--- config.mk ---
export PLATFORM = sky130hd
export DESIGN_NAME = ula_seq_param_flat
export DESIGN_NICKNAME = d
export VERILOG_FILES = /design/src/rtl/ula_seq_param_if.sv /design/src/rtl/ula_seq_param.sv /design/src/flat_wrapper.sv
export SDC_FILE = /design/constraint.sdc
export NUM_CORES = 1
export LEC_CHECK = 0
export ABC_AREA = 1
export CAP_MARGIN = 10
export CORE_MARGIN = 2
export CORE_UTILIZATION = 45
export DETAILED_ROUTE_END_ITERATION = 8
export PLACE_DENSITY = 0.65
export SYNTH_ARGS = -nofsm -noshare
export SYNTH_HDL_FRONTEND = slang
export SYNTH_SLANG_ARGS = --single-unit
--- constraint.sdc ---
create_clock -name clk -period 3.1 [get_ports clk]
set_clock_uncertainty 0.1 [all_clocks]
set_input_delay 0.93 -clock clk [delete_from_list [all_inputs] [get_ports clk]]
set_output_delay 0.93 -clock clk [all_outputs]
set_load 0.05 [all_outputs]
--- src/rtl/ula_seq_param_if.sv ---
// ----------------------------------------------------------------------------
// ula_seq_param_if
// Purpose : Handshake bundle between the register-file side (producer of
//           operations) and the write-back side (consumer of results) of the
//           sequential ULA.
// Signals : in_valid/in_ready  operation handshake (A, B, seletor, carry_in)
//           out_valid/out_ready result handshake (resultado + status flags)
// Modports: master - the side that issues operations and consumes results
//           slave  - the ULA itself
// ----------------------------------------------------------------------------
interface ula_seq_param_if #(
  parameter int WIDTH = 8
);
  logic             in_valid;
  logic             in_ready;
  logic [WIDTH-1:0] A;
  logic [WIDTH-1:0] B;
  logic [2:0]       seletor;
  logic             carry_in;
  logic             out_valid;
  logic             out_ready;
  logic [WIDTH-1:0] resultado;
  logic             carry_out;
  logic             overflow;
  logic             zero;
  logic             negativo;
  logic             gerado;
  logic             propagado;

  modport master (
    output in_valid, A, B, seletor, carry_in, out_ready,
    input  in_ready, out_valid, resultado, carry_out, overflow,
           zero, negativo, gerado, propagado
  );

  modport slave (
    input  in_valid, A, B, seletor, carry_in, out_ready,
    output in_ready, out_valid, resultado, carry_out, overflow,
           zero, negativo, gerado, propagado
  );
endinterface

--- src/rtl/ula_seq_param.sv ---
// ----------------------------------------------------------------------------
// ula_seq_param
// Purpose : Registered, width-parametrised ULA with valid/ready handshakes.
//           Logic ops, ADD and SUB complete in one cycle; MUL is a shift-add
//           multiplier taking WIDTH cycles. Result and status flags are held
//           in registers until the consumer accepts them.
// Ports   : clk    - single clock, rising edge
//           reset  - synchronous, active-high, overrides everything
//           bus    - ula_seq_param_if.slave (operands in, result/flags out)
// Ops     : 000 A&B  001 A|B  010 ~A  011 ~(A&B)
//           100 A+B+cin  101 A-B  110 A*B (low half)  111 A^B
// ----------------------------------------------------------------------------
module ula_seq_param #(
  parameter int WIDTH = 8
) (
  input logic             clk,
  input logic             reset,
  ula_seq_param_if.slave  bus
);

  localparam int             CW       = $clog2(WIDTH);
  localparam logic [CW-1:0]  LAST_CNT = CW'(WIDTH - 1);
  localparam logic [CW-1:0]  CNT_ONE  = CW'(1'b1);

  localparam logic [2:0] OP_AND  = 3'b000;
  localparam logic [2:0] OP_OR   = 3'b001;
  localparam logic [2:0] OP_NOT  = 3'b010;
  localparam logic [2:0] OP_NAND = 3'b011;
  localparam logic [2:0] OP_ADD  = 3'b100;
  localparam logic [2:0] OP_SUB  = 3'b101;
  localparam logic [2:0] OP_MUL  = 3'b110;
  localparam logic [2:0] OP_XOR  = 3'b111;

  typedef enum logic [1:0] {
    IDLE = 2'b00,
    EXEC = 2'b01,
    DONE = 2'b10
  } state_t;

  // Flag helper: result is all zeros.
  function automatic logic is_zero(input logic [WIDTH-1:0] value);
    return (value == {WIDTH{1'b0}});
  endfunction

  state_t             state_r;
  logic [2*WIDTH-1:0] acc_r;
  logic [2*WIDTH-1:0] mcand_r;
  logic [WIDTH-1:0]   mplier_r;
  logic [CW-1:0]      count_r;

  logic               out_valid_r;
  logic [WIDTH-1:0]   resultado_r;
  logic               carry_out_r;
  logic               overflow_r;
  logic               zero_r;
  logic               negativo_r;
  logic               gerado_r;
  logic               propagado_r;

  logic               in_ready_s;
  logic               accept_s;
  logic [WIDTH:0]     gsum_s;
  logic [WIDTH:0]     sum_s;
  logic [WIDTH-1:0]   bop_s;
  logic [WIDTH-1:0]   alu_res_s;
  logic               alu_cout_s;
  logic               alu_ovf_s;
  logic               alu_gen_s;
  logic               alu_prop_s;
  logic [2*WIDTH-1:0] acc_next_s;
  logic               mul_last_s;

  // Ready while idle, or while the held result is being taken this cycle.
  always_comb begin
    in_ready_s = (state_r == IDLE) | ((state_r == DONE) & bus.out_ready);
    accept_s   = bus.in_valid & in_ready_s;
  end

  // Single-cycle datapath: result and flags for every op except MUL.
  always_comb begin
    // Plain A+B without carry_in gives the group generate term.
    gsum_s     = {1'b0, bus.A} + {1'b0, bus.B};
    sum_s      = {(WIDTH+1){1'b0}};
    bop_s      = bus.B;
    alu_res_s  = {WIDTH{1'b0}};
    alu_cout_s = 1'b0;
    alu_ovf_s  = 1'b0;
    alu_gen_s  = 1'b0;
    alu_prop_s = 1'b0;
    case (bus.seletor)
      OP_AND:  alu_res_s = bus.A & bus.B;
      OP_OR:   alu_res_s = bus.A | bus.B;
      OP_NOT:  alu_res_s = ~bus.A;
      OP_NAND: alu_res_s = ~(bus.A & bus.B);
      OP_ADD: begin
        bop_s      = bus.B;
        sum_s      = gsum_s + {{WIDTH{1'b0}}, bus.carry_in};
        alu_res_s  = sum_s[WIDTH-1:0];
        alu_cout_s = sum_s[WIDTH];
        alu_ovf_s  = (bus.A[WIDTH-1] == bop_s[WIDTH-1]) &
                     (alu_res_s[WIDTH-1] != bus.A[WIDTH-1]);
        alu_gen_s  = gsum_s[WIDTH];
        alu_prop_s = &(bus.A ^ bus.B);
      end
      OP_SUB: begin
        // Two's complement subtract; carry_in is deliberately not used.
        bop_s      = ~bus.B;
        sum_s      = {1'b0, bus.A} + {1'b0, bop_s} + {{WIDTH{1'b0}}, 1'b1};
        alu_res_s  = sum_s[WIDTH-1:0];
        alu_cout_s = sum_s[WIDTH];
        alu_ovf_s  = (bus.A[WIDTH-1] == bop_s[WIDTH-1]) &
                     (alu_res_s[WIDTH-1] != bus.A[WIDTH-1]);
      end
      OP_XOR:  alu_res_s = bus.A ^ bus.B;
      default: alu_res_s = {WIDTH{1'b0}};
    endcase
  end

  // Shift-add step: add the shifted multiplicand when the current multiplier bit is set.
  always_comb begin
    acc_next_s = acc_r + (mplier_r[0] ? mcand_r : {(2*WIDTH){1'b0}});
    mul_last_s = (count_r == LAST_CNT);
  end

  // Control FSM plus all result/flag registers.
  always_ff @(posedge clk) begin
    if (reset) begin
      state_r     <= IDLE;
      acc_r       <= {(2*WIDTH){1'b0}};
      mcand_r     <= {(2*WIDTH){1'b0}};
      mplier_r    <= {WIDTH{1'b0}};
      count_r     <= {CW{1'b0}};
      out_valid_r <= 1'b0;
      resultado_r <= {WIDTH{1'b0}};
      carry_out_r <= 1'b0;
      overflow_r  <= 1'b0;
      zero_r      <= 1'b0;
      negativo_r  <= 1'b0;
      gerado_r    <= 1'b0;
      propagado_r <= 1'b0;
    end else if (accept_s) begin
      // Accept from IDLE or from DONE in the cycle the result is consumed.
      if (bus.seletor == OP_MUL) begin
        mcand_r     <= {{WIDTH{1'b0}}, bus.A};
        mplier_r    <= bus.B;
        acc_r       <= {(2*WIDTH){1'b0}};
        count_r     <= {CW{1'b0}};
        out_valid_r <= 1'b0;
        state_r     <= EXEC;
      end else begin
        resultado_r <= alu_res_s;
        carry_out_r <= alu_cout_s;
        overflow_r  <= alu_ovf_s;
        zero_r      <= is_zero(alu_res_s);
        negativo_r  <= alu_res_s[WIDTH-1];
        gerado_r    <= alu_gen_s;
        propagado_r <= alu_prop_s;
        out_valid_r <= 1'b1;
        state_r     <= DONE;
      end
    end else begin
      case (state_r)
        IDLE: state_r <= IDLE;
        EXEC: begin
          acc_r    <= acc_next_s;
          mcand_r  <= {mcand_r[2*WIDTH-2:0], 1'b0};
          mplier_r <= {1'b0, mplier_r[WIDTH-1:1]};
          count_r  <= count_r + CNT_ONE;
          if (mul_last_s) begin
            resultado_r <= acc_next_s[WIDTH-1:0];
            carry_out_r <= 1'b0;
            overflow_r  <= |acc_next_s[2*WIDTH-1:WIDTH];
            zero_r      <= is_zero(acc_next_s[WIDTH-1:0]);
            negativo_r  <= acc_next_s[WIDTH-1];
            gerado_r    <= 1'b0;
            propagado_r <= 1'b0;
            out_valid_r <= 1'b1;
            state_r     <= DONE;
          end else begin
            state_r <= EXEC;
          end
        end
        DONE: begin
          // Hold everything until the consumer takes the result.
          if (bus.out_ready) begin
            out_valid_r <= 1'b0;
            state_r     <= IDLE;
          end else begin
            state_r <= DONE;
          end
        end
        default: begin
          out_valid_r <= 1'b0;
          state_r     <= IDLE;
        end
      endcase
    end
  end

  assign bus.in_ready  = in_ready_s;
  assign bus.out_valid = out_valid_r;
  assign bus.resultado = resultado_r;
  assign bus.carry_out = carry_out_r;
  assign bus.overflow  = overflow_r;
  assign bus.zero      = zero_r;
  assign bus.negativo  = negativo_r;
  assign bus.gerado    = gerado_r;
  assign bus.propagado = propagado_r;

endmodule
--- src/flat_wrapper.sv ---
// flat-port wrapper written by rule: the top's interface ports become plain ports
module ula_seq_param_flat 
#(
  parameter int WIDTH = 8
)
  (clk, reset, bus_in_valid, bus_A, bus_B, bus_seletor, bus_carry_in, bus_out_ready, bus_in_ready, bus_out_valid, bus_resultado, bus_carry_out, bus_overflow, bus_zero, bus_negativo, bus_gerado, bus_propagado);
  ula_seq_param_if #(.WIDTH(WIDTH)) bus_i ();
  input logic clk;
  input logic reset;
  input wire logic [$bits(bus_i.in_valid)-1:0] bus_in_valid;
  input wire logic [$bits(bus_i.A)-1:0] bus_A;
  input wire logic [$bits(bus_i.B)-1:0] bus_B;
  input wire logic [$bits(bus_i.seletor)-1:0] bus_seletor;
  input wire logic [$bits(bus_i.carry_in)-1:0] bus_carry_in;
  input wire logic [$bits(bus_i.out_ready)-1:0] bus_out_ready;
  output wire logic [$bits(bus_i.in_ready)-1:0] bus_in_ready;
  output wire logic [$bits(bus_i.out_valid)-1:0] bus_out_valid;
  output wire logic [$bits(bus_i.resultado)-1:0] bus_resultado;
  output wire logic [$bits(bus_i.carry_out)-1:0] bus_carry_out;
  output wire logic [$bits(bus_i.overflow)-1:0] bus_overflow;
  output wire logic [$bits(bus_i.zero)-1:0] bus_zero;
  output wire logic [$bits(bus_i.negativo)-1:0] bus_negativo;
  output wire logic [$bits(bus_i.gerado)-1:0] bus_gerado;
  output wire logic [$bits(bus_i.propagado)-1:0] bus_propagado;
  assign bus_i.in_valid = bus_in_valid;
  assign bus_i.A = bus_A;
  assign bus_i.B = bus_B;
  assign bus_i.seletor = bus_seletor;
  assign bus_i.carry_in = bus_carry_in;
  assign bus_i.out_ready = bus_out_ready;
  assign bus_in_ready = bus_i.in_ready;
  assign bus_out_valid = bus_i.out_valid;
  assign bus_resultado = bus_i.resultado;
  assign bus_carry_out = bus_i.carry_out;
  assign bus_overflow = bus_i.overflow;
  assign bus_zero = bus_i.zero;
  assign bus_negativo = bus_i.negativo;
  assign bus_gerado = bus_i.gerado;
  assign bus_propagado = bus_i.propagado;
  ula_seq_param #(.WIDTH(WIDTH)) u_core (.clk(clk), .reset(reset), .bus(bus_i));
endmodule
==> run summary <==
The pin slew with the least headroom to its limit was 0.602 ns. The die covers 11800 sq um. The number of different library cells in the post-synthesis netlist is 40, and the met1 layer wirelength in the final routing is 6490 um. The static leakage was 0.00303 uW; the final cycle utilization of the critical path was 94.8%. The beginning of the worst register-to-register path was u_core.mplier_r[0]. The worst setup path is captured at a flip-flop. The floorplan step set the die height to 108 um. The worst pin sits at a relative slew slack of 59.8%. At the end of routability-driven placement, the weighted congestion stood at 0.957.

The run gives -0.441 ns as the worst slack after detailed placement. After detailed routing, no signal wire sits above met4. During synthesis, Yosys emitted a total of 0 warnings.

Counting flops with a built-in enable in the synthesized netlist gives 0. For the number of design rule violations left after detail routing, the log shows 0. Excluding fillers, the count of instances in the completed layout stands at 1033. The sequential cell area was 1180 sq um; the met3 wire length was 496 um. The average cell area after synthesis was 6.23 sq um; the HPWL after detailed placement was 12500 um.

IR analysis of the VDD net gives a maximum drop of 0.207 mV. The tools report the startpoint of the worst setup timing path as bus_A[0]. The logs give 5386 for the via count of the routed design and 0 for the number of slew-limit violations in the final report. Global routing finished with a remaining overflow of 0. The largest net degree at the start of global routing is 36.

The number of I/O pins was 40; the share of the yosys chip area belonging to registers was 24.1%. After synthesis, the share of flip-flops with an asynchronous set or reset is 0%. The clock reaches the later pin of the worst-skew pair after 0.35 ns. In this run the deepest clock path goes through 2 buffers. Using the TritonRoute via totals, the vias-per-cell ratio works out to 5.21.

The detail route stage leaves a number of antenna-violating nets equal to 0. The pre-antenna-repair detailed-routing pass consisted of 5 iterations. Port buffering added 39 buffers. The worst-case register-to-register setup slack was 0.28 ns; the initial antenna violation count was 0. After filler insertion, the fill cell instance count of the layout stands at 1134.

For the number of endpoints failing setup at the final stage, the log shows 0. The total number of placement rows was 38; the number of inserted diodes was 0. The first routing iteration left 288 violations. The logs give 0 for the setup fix buffers added after clock tree synthesis and 4910 sq um for the netlist area before placement. After detailed routing, the average wire length per cell comes to 15.0 um.

STA classifies the critical path startpoint as an input pin. The synthesized design contains 59 register bits. After the last flow step, the layout net total stands at 962. Data on the critical path arrives at its endpoint at 3.07 ns. After detailed placement, the design holds a cell count of 1018. The area of all placed cells without fillers is 6220 sq um. The number of max-capacitance violations reported was 0. TritonCTS built the clock tree. The flow ran to the end, and the final reports show no timing, DRC or antenna violations. Most common library cell in the layout ignoring fill and taps: nand2_1. The tools report the number of global-route vias before repair as 5086.

The logs give 9 for the number of buffers added by the clock tree synthesis step and 0 for the number of hold-slack violations in the final timing report. The classification of the worst setup path was input pin to flip-flop. Across all setup checks in the final design, the least slack found is 0.163 ns. The instance area at placement was 5940 sq um. The H-tree was split into 3 levels. CTS sink count: 59.

The tree is rooted in a clkbuf_8. Summed over all nets, wire length on met2 after detailed routing comes to 7990 um. Derived from the worst setup path, the maximum achievable clock frequency is 0.340 GHz.

Layout cell share with drive strength beyond 1: 15.5%. The startpoint of the most critical hold path is u_core.bus.propagado. The first global-routing pass estimated 24900 um of wire. In the synthesized netlist, the number of instances is 787. The top cell types in the final layout, fill and taps aside, are nand2_1 (241), inv_1 (98), buf_4 (79), a21oi_1 (64), dfxtp_1 (59). For this run, the leading register cell type out of synthesis is dfxtp_1. After clock tree synthesis, the clock-pin slew on the worst setup and hold paths is 0.07 ns.

For the total track usage, the log shows 27.3%. The die is 108 um wide. Final hold analysis gives a worst-case slack of 0.365 ns.

The total wire length after detailed routing came out at 15500 um. The run gives 3.23 ns as the critical path data required time. The net count of the mapped netlist was 860. The power per cell area is 343 nW/um^2, and the area growth from synthesis to final layout is 26.8%. For the finished layout, the period the worst path requires is 2.94 ns. The tightest min-delay check is of the flip-flop to flip-flop type. Along the worst path, the maximum fanout reaches 3.

The multi-input combinational cells in the finished layout cover a total of 3280 sq um. The effective utilization at floorplan was 45.7%. The floorplan step defined a core boundary enclosing 10700 sq um.
-- cell type report --
cell class              count  area share [%]
repair buffers            118            16.0
flip-flops and latches     59            19.0
inverters                 105            6.41
clock buffers              10            2.21
well taps                 140            2.82
clock inverters             5           0.865
multi-input cells         596            52.7
-- cell usage after synthesis (2+ instances only) --
library cell	number	area [sq um]
nand4_1	13	81.3
buf_6	2	22.5
fa_1	3	60.1
nor2_1	50	188
a21oi_1	64	320
nand2_1	244	916
nand3_2	2	20.0
xnor2_1	6	52.6
nand2_2	4	25.0
nor4_1	2	12.5
clkbuf_1	16	60.1
buf_2	6	30.0
a31oi_1	22	138
xor2_1	4	35.0
nor3_1	4	20.0
inv_2	5	18.8
dfxtp_1	59	1180
o22ai_1	6	37.5
nand3b_1	4	30.0
buf_4	3	22.5
o221ai_1	3	26.3
a21oi_2	2	17.5
o21ai_1	2	10.0
ha_1	46	576
nand3_1	54	270
nor2_2	5	31.3
inv_1	99	372
or2_2	2	12.5
o21ai_0	44	220
-- worst max-delay path, stage by stage --
cell	delay, ns
dlygate4sd2_1	0.25
ha_2	0.20
fa_1	0.51
ha_2	0.18
inv_1	0.05
nor2_1	0.10
nand3_1	0.11
nor2_2	0.15
nand2_1	0.10
a21oi_1	0.17
o21ai_2	0.08
nand3_1	0.07
nor2_1	0.05
nand2_1	0.06
a21oi_2	0.05
-- final timing paths --
kind	endpoint	cells after the start
worst min-delay path	u_core.bus.propagado	2
worst max register to register	u_core.bus.zero	14
worst min register to register	u_core.bus.propagado	2
worst max-delay path	u_core.bus.zero	15
-- registers in the layout, summed over array words and instances, names as in the netlist --
signal                cells
u_core.bus.carry_out      1
u_core.bus.propagado      1
u_core.bus.overflow       1
u_core.mplier_r           8
u_core.state_r            2
u_core.bus.gerado         1
u_core.bus.zero           1
u_core.count_r            3
u_core.bus.resultado      8
u_core.mcand_r           16
u_core.acc_r             16
u_core.bus.out_valid      1
-- kinds of logic (layout without fill, tap and decap cells) --
kind of cell	count (synthesis)	in the layout	synth area share, %
flops	59	59	24.1
buf+inv	132	238	10.9
fa+ha+maj	49	49	13.0
xor+xnor	10	10	1.79
simple gates	387	387	33.4
compound gates	150	150	16.9
-- metrics by stage --
stage          power (uW)   TNS, ns  utilization [%]
2_1_floorplan        1160         0                -
3_3_place_gp         1420     -2.42             55.3
3_5_place_dp         1430     -2.85             55.3
4_1_cts              2120         0             57.1
5_1_grt              2230  -0.00897             57.9
6_report             2130         0             57.9
-- repair_timing --
action / 4_1_cts / 5_1_grt
endpoints found under the setup margin: 2 / 7
gates resized for setup: 5 / 21
hold buffers: 0 / 0
pin swaps: 7 / 6
-- report_power, final --
| part | switching, uW | total [uW] | internal, uW | leakage [uW] |
|---|---|---|---|---|
| Sequential | 17.5 | 799 | 781 | 0.000479 |
| Combinational | 377 | 638 | 260 | 0.00245 |
| Clock | 311 | 696 | 385 | 0.000102 |
| Total | 705 | 2130 | 1430 | 0.00303 |
-- per-layer routing --
metal | GRT usage (%) | up-vias
met1 | 31.3 | 2482
met5 | 0 | -
li1 | - | 2763
met4 | 11.2 | 0
met2 | 50.3 | 111
met3 | 3.86 | 30
(Power assumes the default switching activity.)
==> patch (config.mk and constraints unchanged) <==
`WIDTH` is set to 8 in 3 places; all go to 16.
--- a/src/rtl/ula_seq_param_if.sv
+++ b/src/rtl/ula_seq_param_if.sv
@@ -9,7 +9,7 @@
 //           slave  - the ULA itself
 // ----------------------------------------------------------------------------
 interface ula_seq_param_if #(
-  parameter int WIDTH = 8
+  parameter int WIDTH = 16
 );
   logic             in_valid;
   logic             in_ready;
--- a/src/rtl/ula_seq_param.sv
+++ b/src/rtl/ula_seq_param.sv
@@ -11,7 +11,7 @@
 //           100 A+B+cin  101 A-B  110 A*B (low half)  111 A^B
 // ----------------------------------------------------------------------------
 module ula_seq_param #(
-  parameter int WIDTH = 8
+  parameter int WIDTH = 16
 ) (
   input logic             clk,
   input logic             reset,
--- a/src/flat_wrapper.sv
+++ b/src/flat_wrapper.sv
@@ -1,7 +1,7 @@
 // flat-port wrapper written by rule: the top's interface ports become plain ports
 module ula_seq_param_flat 
 #(
-  parameter int WIDTH = 8
+  parameter int WIDTH = 16
 )
   (clk, reset, bus_in_valid, bus_A, bus_B, bus_seletor, bus_carry_in, bus_out_ready, bus_in_ready, bus_out_valid, bus_resultado, bus_carry_out, bus_overflow, bus_zero, bus_negativo, bus_gerado, bus_propagado);
   ula_seq_param_if #(.WIDTH(WIDTH)) bus_i ();
Interface: changed (resized bus_A, bus_B and bus_resultado); port bits go from 40 to 64. No check against the original RTL was run, so the function may have changed too.
==> patch against the unedited design <==
Final cell count increased by 130%; sequential cell count grew 49; power up 110%; count of clock-buffer cells in the layout down 1; design area increased by 140%; area after synthesis rose by 110%; worst setup slack worse by 0.14 ns; routed wire length rose to 2.5 times the old value; critical path type unchanged; largest cell class unchanged; largest power group is now combinational cells.
==> patch: results (changes against the unedited design) <==
| Stage | Parameter | This run | Change |
|---|---|---|---|
| setup path | Crit-path slowest cell | sky130_fd_sc_hd__clkdlybuf4s50_1 | was sky130_fd_sc_hd__fa_1 |
| detailed routing | Average wire length per cell after detail routing | 16.26 um | was 15.00 um |
| clocking | Clock H-tree levels | 3 | unchanged |
| run status | Outcome | complete, no violations | unchanged |
| synthesis | Net count after synthesis | 1880 | was 860 |
| grt | M2 GR Usage | 56.68% | was 50.31% |
| power | Largest vdd supply drop | 0.2323 mV | was 0.2066 mV |
| power | Leakage component of the power | 7.296 nW | was 3.032 nW |
| detailed routing | Number of vias per cell | 5.295 | was 5.214 |
| synthesis | Number of different library cells in the post-synthesis netlist | 44 | was 40 |
| placement | Port bufs | 63 | was 39 |
| placement | Placer Congestion | 0.9143 | was 0.9565 |
| grt | Met1 Usage GRT | 39.47% | was 31.30% |
| placement | Post-detailed-placement cell area | 13710 um^2 | was 5939 um^2 |
| synthesis | Top cells by area, synth | sky130_fd_sc_hd__dfxtp_1, sky130_fd_sc_hd__nand2_1, sky130_fd_sc_hd__ha_1 | unchanged |
| detailed routing | Total via count in the routed design | 12660 | was 5386 |
| placement | Worst slack at placement | -0.8245 ns | was -0.4412 ns |
| sta | Normalized max-slew margin | 51.96% | was 59.81% |
| clocking | Maximum number of buffers from clock root to sink | 2 | unchanged |
| grt | Largest net degree at the start of global routing | 59 | was 36 |
| cells and area | Count of nets after finishing | 2233 | was 962 |
| synthesis | Avg Inst Size Synth | 5.963 um^2 | was 6.234 um^2 |
| setup path | Dominant delay contributor by cell family on the critical path | buffers and inverters | was adder cells |
| placement | Instance count after placement with tap cells included | 2363 | was 1018 |
| synthesis | Synthesized-area fraction occupied by ao, oa, aoi and oai cells | 16.55% | was 16.86% |
| grt | Wire length of the first global-routing pass | 60430 um | was 24890 um |
| setup path | Largest stage delay, worst path | 0.48 ns | was 0.51 ns |
| cells and area | Layout cell share with drive strength beyond 1 | 30.10% | was 15.45% |
| clocking | Cell chosen for the clock root | sky130_fd_sc_hd__clkbuf_16 | was sky130_fd_sc_hd__clkbuf_8 |
| hold path | Start point of the worst min-delay path | u_core.mcand_r[31]$_SDFFE_PP0P_ | was u_core.bus.propagado$_SDFFE_PP0P_ |
| setup path | Data arrival, critical path | 3.29 ns | was 3.07 ns |
| grt | Number of global-route vias before repair | 11869 | was 5086 |
| synthesis | Post-synthesis share of cell area spent on full adders, half adders and majority gates | 11.26% | was 12.96% |
| grt | Total GRT Usage | 31.62% | was 27.28% |
| power | Net Switching | 1.600 mW | was 0.7053 mW |
| clocking | Clock latency reported for the late side of the worst-skew pair | 0.37 ns | was 0.35 ns |
| synthesis | Synth Area in XOR/XNOR | 1.765% | was 1.785% |
| detailed routing | First-iteration detailed-routing DRC count | 841 | was 288 |
| setup path | Start point of the critical path | bus_A[11] | was bus_A[0] |
| grt | Global routing usage on met3 | 3.028% | was 3.858% |
| synthesis | Portion of the post-synthesis area used by sequential elements | 20.74% | was 24.08% |
| setup path | Highest net fanout along the worst path | 5 | was 3 |
[patch: cells by family (layout without fill, tap and decap cells)]
| kind of cell | Yosys count | count (layout) |
|---|---|---|
| flip-flops | 108 | 108 |
| XOR/XNOR | 21 | 21 |
| adder cells (fa/ha/maj) | 92 | 92 |
| AND/OR/NAND/NOR | 914 | 914 |
| AO/OA/AOI/OAI | 308 | 308 |
| buffers and inverters | 305 | 663 |
[patch: final cells by class]
type                    instances  area, um^2
repair buffers                405        3331
fillers                      2125        7684
well taps                     285       356.6
clock inverters                 7       82.58
clock buffers                   9       225.2
flip-flops and latches        108        2163
inverters                     242       913.4
multi-input cells            1335        7954
[patch: power groups by stage]
stage	sequential [mW]	clock, mW	combinational, mW
after floorplan	1.57	0	0.735
after global placement	1.50	0	1.51
after detailed placement	1.50	0	1.52
after CTS	1.47	1.24	1.62
after global routing	1.47	1.30	1.85
final	1.47	1.22	1.72
[patch: repair_timing]
action	in CTS	in global routing
setup buffers	6	6
gates resized for setup	121	151
pin swaps	41	67
setup endpoints to repair	14	12
endpoints found under the hold margin	0	0
[patch: path summary, 6_finish.rpt]
| check | end | slack [ns] | cells past startpoint |
|---|---|---|---|
| setup / recovery | u_core.bus.zero$_SDFFE_PP0P_ | 0.02 | 18 |
| hold / removal | u_core.mcand_r[31]$_SDFFE_PP0P_ | 0.37 | 2 |
| setup reg to reg | u_core.bus.overflow$_SDFFE_PP0P_ | 0.09 | 20 |
| hold reg to reg | u_core.mcand_r[31]$_SDFFE_PP0P_ | 0.37 | 2 |
[patch: layer usage]
metal / vias up / wire (um)
li1: 6369 / -
met1: 5896 / 16730
met2: 329 / 19500
met3: 66 / 1564
met4: 0 / 1088
met5: - / 0
